--- src/rtl/alarm_pkg.sv ---
// Shared types and constants for the multi-channel alarm unit.
package alarm_pkg;

  typedef enum logic [1:0] {
    NONE = 2'd0,
    HOUR = 2'd1,
    MIN  = 2'd2
  } field_e;

  typedef enum logic [1:0] {
    IDLE   = 2'd0,
    RING   = 2'd1,
    SNOOZE = 2'd2
  } ring_e;

  localparam int HOURS_PER_DAY = 24;
  localparam int MINS_PER_HOUR = 60;

endpackage

--- src/rtl/alarm_bank_btn_edge.sv ---
// Rising-edge pulse from a debounced button level; edge history clears on reset.
module btn_edge (
  input  logic clk,
  input  logic rst,
  input  logic level,
  output logic pulse
);

  logic prev;

  // Remember last cycle's level
  always_ff @(posedge clk) begin
    if (rst) prev <= 1'b0;
    else     prev <= level;
  end

  assign pulse = level & ~prev;

endmodule

--- src/rtl/alarm_bank.sv ---
// N-channel alarm: shared edit buttons, time-of-day match, ring/snooze/dismiss FSM.
module alarm_bank
  import alarm_pkg::*;
#(
  parameter  int N_ALARMS    = 4,
  parameter  int RING_SECS   = 30,
  parameter  int SNOOZE_SECS = 300,
  parameter  int MAX_SNOOZE  = 3,
  localparam int IW          = (N_ALARMS > 1) ? $clog2(N_ALARMS) : 1
) (
  input  logic                clk,
  input  logic                rst,
  input  logic                sec_tick,
  input  logic [4:0]          hour,
  input  logic [5:0]          minute,
  input  logic [5:0]          second,
  input  logic                mode,
  input  logic                btn_mid,
  input  logic                btn_up,
  input  logic                btn_down,
  input  logic                btn_sel,
  output logic [IW-1:0]       sel_idx,
  output logic [1:0]          edit_field,
  output logic [4:0]          sel_hour,
  output logic [5:0]          sel_minute,
  output logic [N_ALARMS-1:0] armed,
  output logic [IW-1:0]       ring_idx,
  output logic                ringing,
  output logic                snoozing,
  output logic                buzzer
);

  localparam int RW = $clog2(RING_SECS) + 1;
  localparam int SW = $clog2(SNOOZE_SECS) + 1;
  localparam int NW = $clog2(MAX_SNOOZE) + 1;

  // ---- button edges: {sel, down, up, mid} ----
  logic [3:0] btn_lvl, btn_pls;
  logic       p_mid, p_up, p_down, p_sel, inc, dec;

  assign btn_lvl = {btn_sel, btn_down, btn_up, btn_mid};

  btn_edge u_edge [3:0] (
    .clk   (clk),
    .rst   (rst),
    .level (btn_lvl),
    .pulse (btn_pls)
  );

  assign {p_sel, p_down, p_up, p_mid} = btn_pls;
  // Simultaneous up+down cancels out
  assign inc = p_up & ~p_down;
  assign dec = p_down & ~p_up;

  // ---- per-channel storage ----
  logic [N_ALARMS-1:0][4:0] al_hour;
  logic [N_ALARMS-1:0][5:0] al_min;
  field_e                   field_q;

  assign edit_field = field_q;
  assign sel_hour   = al_hour[sel_idx];
  assign sel_minute = al_min[sel_idx];

  // Edit engine: field cycling, channel select, arm toggle, wrapping hour/minute
  always_ff @(posedge clk) begin
    if (rst) begin
      al_hour <= '0;
      al_min  <= '0;
      armed   <= '0;
      sel_idx <= '0;
      field_q <= NONE;
    end else if (!mode) begin
      field_q <= NONE;
    end else begin
      if (p_mid) begin
        case (field_q)
          NONE:    field_q <= HOUR;
          HOUR:    field_q <= MIN;
          default: field_q <= NONE;
        endcase
      end
      case (field_q)
        NONE: begin
          if (p_sel)
            sel_idx <= (sel_idx == IW'(N_ALARMS - 1)) ? '0 : sel_idx + IW'(1);
          if (inc) armed[sel_idx] <= ~armed[sel_idx];
        end
        HOUR: begin
          if (inc)
            al_hour[sel_idx] <= (al_hour[sel_idx] == 5'(HOURS_PER_DAY - 1)) ? '0
                                : al_hour[sel_idx] + 5'd1;
          else if (dec)
            al_hour[sel_idx] <= (al_hour[sel_idx] == '0) ? 5'(HOURS_PER_DAY - 1)
                                : al_hour[sel_idx] - 5'd1;
        end
        MIN: begin
          if (inc)
            al_min[sel_idx] <= (al_min[sel_idx] == 6'(MINS_PER_HOUR - 1)) ? '0
                               : al_min[sel_idx] + 6'd1;
          else if (dec)
            al_min[sel_idx] <= (al_min[sel_idx] == '0) ? 6'(MINS_PER_HOUR - 1)
                               : al_min[sel_idx] - 6'd1;
        end
        default: ;
      endcase
    end
  end

  // Lowest-index armed channel whose hour:minute equals the time of day
  logic          hit;
  logic [IW-1:0] hit_idx;

  always_comb begin
    hit     = 1'b0;
    hit_idx = '0;
    for (int i = N_ALARMS - 1; i >= 0; i--) begin
      if (armed[i] && al_hour[i] == hour && al_min[i] == minute) begin
        hit     = 1'b1;
        hit_idx = IW'(i);
      end
    end
  end

  // ---- ring FSM ----
  ring_e         state, nxt;
  logic [RW-1:0] ring_cnt;
  logic [SW-1:0] snz_cnt;
  logic [NW-1:0] snz_num;
  logic          abort;

  // Edit mode, disarm of the active channel, or a dismiss all end the event
  assign abort = mode | ~armed[ring_idx] | p_mid;

  // Next-state decision; buttons outrank a same-cycle sec_tick
  always_comb begin
    nxt = state;
    case (state)
      IDLE:
        if (!mode && sec_tick && second == '0 && hit) nxt = RING;
      RING:
        if (abort)                                        nxt = IDLE;
        else if (p_up)                                    nxt = (snz_num < NW'(MAX_SNOOZE)) ? SNOOZE : IDLE;
        else if (sec_tick && ring_cnt == RW'(RING_SECS - 1)) nxt = IDLE;
      SNOOZE:
        if (abort)                                        nxt = IDLE;
        else if (sec_tick && snz_cnt <= SW'(1))           nxt = RING;
      default:                                            nxt = IDLE;
    endcase
  end

  // State, counters and registered ring outputs
  always_ff @(posedge clk) begin
    if (rst) begin
      state    <= IDLE;
      ring_idx <= '0;
      ring_cnt <= '0;
      snz_cnt  <= '0;
      snz_num  <= '0;
      ringing  <= 1'b0;
      snoozing <= 1'b0;
      buzzer   <= 1'b0;
    end else begin
      state    <= nxt;
      ringing  <= (nxt == RING);
      snoozing <= (nxt == SNOOZE);
      buzzer   <= (nxt == RING) & ~second[0];
      if (state == IDLE && nxt == RING) begin
        ring_idx <= hit_idx;
        ring_cnt <= '0;
        snz_num  <= '0;
      end
      if (state == RING && nxt == RING && sec_tick) ring_cnt <= ring_cnt + RW'(1);
      if (state == RING && nxt == SNOOZE) begin
        snz_num <= snz_num + NW'(1);
        snz_cnt <= SW'(SNOOZE_SECS);
      end
      if (state == SNOOZE && nxt == SNOOZE && sec_tick) snz_cnt <= snz_cnt - SW'(1);
      if (state == SNOOZE && nxt == RING) ring_cnt <= '0;
    end
  end

endmodule

--- config.mk ---
export PLATFORM = sky130hd
export DESIGN_NAME = alarm_bank
export DESIGN_NICKNAME = d
export VERILOG_FILES = /design/src/rtl/alarm_pkg.sv /design/src/rtl/alarm_bank_btn_edge.sv /design/src/rtl/alarm_bank.sv
export SDC_FILE = /design/constraint.sdc
export NUM_CORES = 1
export LEC_CHECK = 0
export BUFFER_PORTS_ARGS = -buffer_cell sky130_fd_sc_hd__buf_2
export CORE_ASPECT_RATIO = 2
export CORE_MARGIN = 2
export CORE_UTILIZATION = 65
export CTS_BUF_LIST = sky130_fd_sc_hd__clkbuf_8
export DETAILED_ROUTE_END_ITERATION = 10
export GPL_ROUTABILITY_DRIVEN = 0
export PLACE_DENSITY = 0.94
export SYNTH_ARGS = -nofsm -noshare
export SYNTH_HDL_FRONTEND = slang
export SYNTH_HIERARCHICAL = 1
export SYNTH_SLANG_ARGS = --single-unit
--- constraint.sdc ---
create_clock -name clk -period 5.07 [get_ports clk]
set_input_delay 0.507 -clock clk [delete_from_list [all_inputs] [get_ports clk]]
set_output_delay 0.507 -clock clk [all_outputs]
set_load 0.03 [all_outputs]
Yosys cells after proc, flatten, opt, wreduce, memory -nomap -nowiden
Index checks and enable logic that the tools add are counted.
{"block": "word_totals", "register_bits": 82, "latch_bits": 0, "ramBits": 0, "romBits": 0, "memories": 0}
{"block": "op_classes", "n_addsub": 8, "multipliers": 0, "n_div": 0, "order_cmp": 5, "eq_ne": 18, "shifts": 0, "n_mux": 51, "bitwise": 19, "reduce_logical": 37}
{"cell": "$bwmux W24", "n": 2}
{"cell": "$mux W24", "n": 2}
{"cell": "$bwmux W20", "n": 2}
{"cell": "$mux W20", "n": 2}
{"cell": "$mux W6", "n": 6}
{"cell": "$eq A6 B6 Y1", "n": 4}
{"cell": "$mux W2", "n": 12}
{"cell": "$logic_and A1 B1 Y1", "n": 21}
{"cell": "$eq A5 B5 Y1", "n": 4}
{"cell": "$mux W10", "n": 2}
{"cell": "$mux W5", "n": 4}
{"cell": "$add A6 B1 Y6 const B", "n": 2}
{"cell": "$bmux W6 S2", "n": 1}
{"cell": "$demux W6 S2", "n": 1}
{"cell": "$logic_not A6 Y1", "n": 2}
{"cell": "$reduce_and A3 Y1", "n": 4}
{"cell": "$bmux W5 S2", "n": 1}
{"cell": "$demux W5 S2", "n": 1}
{"cell": "$le A10 B1 Y1 const B", "n": 1}
{"cell": "$not A1 Y1", "n": 10}
{"cell": "$sub A10 B1 Y10 const B", "n": 1}
{"cell": "$eq A2 B2 Y1 const B", "n": 4}
{"cell": "$reduce_bool A2 Y1", "n": 4}
{"cell": "$and A1 B1 Y1", "n": 7}
{"cell": "other kinds (24)", "n": 38}

Logic depth before layout (Yosys ltp)
{"block": "depth", "word_depth": 14, "ltp_mapped": 11, "ltp_nobuf": 9}

Modules after synthesis
Netlist, hierarchy kept.
{"mod": "alarm_bank", "instances": 1, "cells_per_inst": 537, "area_each_um2": 4688.2, "seq_area_each_um2": 1561.5}
{"mod": "btn_edge", "instances": 4, "cells_per_inst": 3, "area_each_um2": 47.5, "seq_area_each_um2": 20.0}

Worst setup path after synthesis
Ideal clock, no wire load.
{"block": "synth_timing", "path_kind": "flip-flop to flip-flop", "startpoint": "register sel_idx[0]", "endpoint": "register al_hour[14] (netlist name)", "setup_time_ps": 86, "arrival_ps": 2949, "t_required_ps": 4984, "slack_ps": 2035, "path_stages_with_launch": 11, "synth_period_minus_slack_ps": 3035, "path_cell_list": "dfxtp_1 -> buf_6 -> buf_2 -> mux4_2 -> inv_1 -> ha_1 -> inv_1 -> or4_1 -> a21oi_1 -> a31oi_1 -> a211oi_1"}
{"block": "synth_via", "elab_chain_cells": 7, "word_cells_on_any_way": 17, "cone_classes": "2 x add/sub; 2 x order compare; 1 x eq/ne; 10 x mux; 2 x reduce/logical"}
{"element": "start: declaration", "line": "alarm_bank.sv:22", "source": "output logic [IW-1:0] sel_idx,"}
{"element": "start signal: assignment", "line": "alarm_bank.sv:85", "source": "sel_idx <= (sel_idx == IW'(N_ALARMS - 1)) ? '0 : sel_idx + IW'(1);"}
{"element": "$bmux W5 S2 (*)"}
{"element": "$mux W5 (*)"}
{"element": "net sel_hour[1]", "line": "alarm_bank.sv:24", "source": "output logic [4:0] sel_hour,"}
{"element": "$sub A5 B1 Y5 / $logic_not A5 Y1 (equally long branches)", "line": "alarm_bank.sv:94, alarm_bank.sv:93"}
{"element": "$mux W5", "line": "alarm_bank.sv:93", "source": "al_hour[sel_idx] <= (al_hour[sel_idx] == '0) ? 5'(HOURS_PER_DAY - 1)"}
{"element": "$bwmux W20", "line": "alarm_bank.sv:93"}
{"element": "$mux W20", "line": "alarm_bank.sv:92", "source": "else if (dec)"}
{"element": "$mux W20 (*)", "line": "alarm_bank.sv:89", "source": "if (inc)"}
{"element": "end signal: indexed assignment", "line": "alarm_bank.sv:90", "source": "al_hour[sel_idx] <= (al_hour[sel_idx] == 5'(HOURS_PER_DAY - 1)) ? '0"}
{"element": "end signal: indexed assignment", "line": "alarm_bank.sv:93"}
{"element": "end: declaration", "line": "alarm_bank.sv:56", "source": "logic [N_ALARMS-1:0][4:0] al_hour;"}
Mark *: on every way through the listed nets, which the timed path passes. The rest lies on a longest branch. The select of a mux whose other input is x is not followed.
A chain may end at the register's enable or synchronous reset.

Worst setup path after layout
{"block": "layout_timing", "startpoint": "register sel_idx[0]", "endpoint": "register al_min[17] (netlist name)"}
{"block": "layout_via", "elab_chain_cells": 7, "word_cells_on_any_way": 17, "cone_classes": "2 x add/sub; 2 x order compare; 1 x eq/ne; 10 x mux; 2 x reduce/logical"}
{"element": "$bmux W6 S2, or another cell as far along"}
{"element": "$mux W6 (implied by the code) / $logic_and A1 B1 Y1 (equally long branches)"}
{"element": "$sub A6 B1 Y6, or another cell as far along", "line": "alarm_bank.sv:102", "source": ": al_min[sel_idx] - 6'd1;"}
{"element": "$mux W6 / $demux W6 S2 (equally long branches)", "line": "alarm_bank.sv:101, alarm_bank.sv:98"}
{"element": "$bwmux W24", "line": "alarm_bank.sv:101", "source": "al_min[sel_idx] <= (al_min[sel_idx] == '0) ? 6'(MINS_PER_HOUR - 1)"}
{"element": "$mux W24", "line": "alarm_bank.sv:100", "source": "else if (dec)"}
{"element": "$mux W24 (*)", "line": "alarm_bank.sv:97", "source": "if (inc)"}
{"element": "end signal: indexed assignment", "line": "alarm_bank.sv:98", "source": "al_min[sel_idx] <= (al_min[sel_idx] == 6'(MINS_PER_HOUR - 1)) ? '0"}
{"element": "end signal: indexed assignment", "line": "alarm_bank.sv:101"}
{"element": "end: declaration", "line": "alarm_bank.sv:57", "source": "logic [N_ALARMS-1:0][5:0] al_min;"}
Mark *: on every way between the ends. The rest lies on a longest branch, timed or not. The select of a mux whose other input is x is not followed.

==> impl_metrics.csv <==
group,metric,value,unit
grt,use_met1,29.9,%
cts,hold_buffers,0,
sta,max_clock_freq,273,MHz
grt,use_met2,61.9,%
sta,worst_pin_slew,1.16,ns
critical_path,r2r_cells,7,
sta,fin_crit_sh,72.4,%
pwr,pwr-share-seq,49.8,%
finish,finalNetCount,612,
synth,synth_warnings,6,
synth,synth_most_common_cell,"dfxtp_1",
cts,cts_resized,0,
synth,syn_area_per_cell,8.89,um2
die,coreArea,7270,um2
route,vias_per_cell,6.71,
sta,fin_setup_tns,0,ns
placed_design,dpl.hpwl,9770,um
grt,grt_pass1_vias,4513,
critical_path,path_max_fanout,24,
die,initial_core_util,67.1,%
finish,drive_gt1_share,16.1,%
critical_path,timing.rr.start,"sel_idx[0]$_SDFFE_PP0P_",
cts,clockBufferDepth,2,
cts,htreeDepth,3,
cts,path_clk_slew,0.08,ns
critical_path,ff2ff_setup_slack,1.40,ns
synth,syn_area,4880,um2
synth,synth_top_area_share,33.6,%
worst_hold_path,hold_depth,2,
cts,cts_sinks,82,
synth,yosysTopAreaCell,"dfxtp_1",
cts,cts_setup_buffers,0,
status,status,"completed",
die,fp.dieArea,8260,um2
sta,drv_slew,0,
cts,cts_made_buffers,9,
grt,antenna_found_initial,0,
sta,setup_slack,1.40,ns
synth,synth_nets,589,
sta,whs,0.301,ns
worst_hold_path,holdCritPathClass,"in2reg",
route,drtPass1Iterations,5,
synth,synthTopCellsByCount,"dfxtp_1 (82), nor2_1 (68), xnor2_1 (47), a21oi_1 (32), clkbuf_1 (28)",
sta,hold_viol,0,
grt,grtUsageMet3,7.89,%
critical_path,cp-start-kind,"flop",
route,drc,0,
sta,layout_min_cycle_time,3.67,ns
pwr,powerDensity,249,nW/um2
finish,fin_area,5310,um2
cts,cts_tree,"done",
critical_path,critPathRequiredTime,5.34,ns
sta,rsz0062_at_grt,"false",
placed_design,postPlaceCellArea,5080,um2
critical_path,critPathKind,"reg2reg",
grt,grt_most_used_layer,"met2",
cts,cts_root_buf,"clkbuf_8",
pwr,ir_worst_vdd,239,uV
pwr,power.switching,0.000333,W
pwr,power_frac_comb,8.8,%
die,io_pins,49,
worst_hold_path,min_to,"buzzer$_SDFF_PP0_",
synth,synth-seq-area-share,33.6,%
route,ant_nets,0,
finish,n_antenna_cell,0,
pwr,total_power,0.00132,W
grt,grt_max_degree,44,
pwr,p_leak,2.07,nW
finish,n_fill_cell,519,
pwr,netSwitchingFraction,25.2,%
route,vias,4487,
placed_design,portBuffers,48,
critical_path,worstPathArrival,3.94,ns
finish,area_growth,8.87,%
grt,track_usage,33.7,%
sta,setup_viol,0,
cts,clk-insertion-delay-late,0.37,ns
synth,ys_seq_elements,82,
critical_path,cp_cell_sequence,"mux4_2 -> ha_1 -> a2111oi_0 -> nor4_1 -> o21ai_1 -> o211ai_1 -> o31ai_1",
route,wl_per_cell,20.3,um
grt,grt_pass1_wl,21600,um
route,drt-initial-drc-count,293,
placed_design,preCtsSetupSlack,1.54,ns
worst_hold_path,hold_start,"second[0]",
critical_path,r2r_end,"al_min[17]$_SDFFE_PP0P_",
job,maxCapViolCount,0,
pwr,clock_power_share,41.3,%
pwr,p_int,0.000988,W
critical_path,end_kind,"flop",
grt,grt-ovfl-total,0,
synth,synth_ff_type,"dfxtp_1",
die,num_rows,44,
synth,ys_top_cells_by_area,"dfxtp_1 (34%), xnor2_1 (8.4%), nor2_1 (5.2%), mux4_2 (5.1%), mux2i_1 (3.9%)",
sta,clock_skew,0.00936,ns
die,fp.dieH,127,um
synth,synthCells,549,
critical_path,startpoint,"sel_idx[0]$_SDFFE_PP0P_",
synth,yosysUniqueCellTypes,61,
synth,async_flop_share,0,%
die,die_w,65.3,um
sta,maxSlewHeadroom,22.6,%
synth,synth_edf_count,0,
route,wl,13600,um
critical_path,slowest_delay,1.10,ns
critical_path,cp_slowest_cell,"dfxtp_1",
layer usage:
layer  routed length, um  vias to the layer above
met5                   0                        -
met2                7250                      230
met3                 777                      101
met1                4380                     2137
met4                1190                        0
li1                    -                     2019
worst max path at each step:
stage | to
detailed placement | al_min[17]$_SDFFE_PP0P_
global route | al_min[17]$_SDFFE_PP0P_
floorplan | al_hour[14]$_SDFFE_PP0P_
global placement | al_min[11]$_SDFFE_PP0P_
CTS | al_min[17]$_SDFFE_PP0P_
finish | al_min[17]$_SDFFE_PP0P_
cell families (layout without fill, tap and decap cells):
kind of cell             after synthesis  count (layout)  synth area share [%]
adder cells (fa/ha/maj)               15              15                  3.85
buffers and inverters                 55              83                  4.59
flip-flops                            82              82                  33.6
multiplexers                          34              34                  10.5
AO/OA/AOI/OAI                        106             106                  14.4
AND/OR/NAND/NOR                      205             205                  23.6
XOR/XNOR                              52              52                  9.34
critical path, delay by kind of cell (launching register included):
family	cells	cell delay, ns
compound gates	4	1.25
flops	1	1.10
mux	1	0.72
fa+ha+maj	1	0.34
simple gates	1	0.15
state kept, by name, indices dropped and copies added (netlist names):
signal	cells
armed	4
snoozing	1
sel_idx	2
ring_cnt	6
ring_idx	2
al_min	24
edit_field	2
ringing	1
buzzer	1
snz_num	3
al_hour	20
snz_cnt	10
state	2
u_edge/prev	4
power groups by stage:
stage	Sequential, W	Combinational (W)	Clock, W
global route	0.000659	0.000124	0.000570
detailed placement	0.000673	0.000113	0
global placement	0.000673	0.000109	0
CTS	0.000658	0.000115	0.000539
floorplan	0.000670	0.0000852	0
finish	0.000658	0.000117	0.000546
area by class of cell:
type / count / area, um2 / share of cell area (%)
clock inverter: 6 / 88.8 / 1.67
sequential: 82 / 1640 / 30.9
tap: 92 / 115 / 2.17
timing repair buffer: 49 / 248 / 4.66
multi-input combinational: 412 / 3010 / 56.7
inverter: 18 / 67.6 / 1.27
clock buffer: 10 / 138 / 2.59
placed cells by master, fill, tap and decap left out, types with 11 or more instances in the layout:
cell and n:
nor3_1 16, nand3b_1 11, o21ai_0 12, nand3_1 13, dfxtp_1 82, inv_1 19, nor2_1 68, xnor2_1 47
nand2_1 25, mux4_2 11, a211oi_1 16, ha_1 15, mux2i_1 19, nand4_1 18, buf_2 48, a21oi_1 32
per-stage QoR:
stage	instances	util [%]
floorplan	549	-
global route	669	73.1
finish	669	73.1
detailed placement	653	70.0
CTS	669	73.1
global placement	653	70.0
Power figures use the tool's default switching activity.
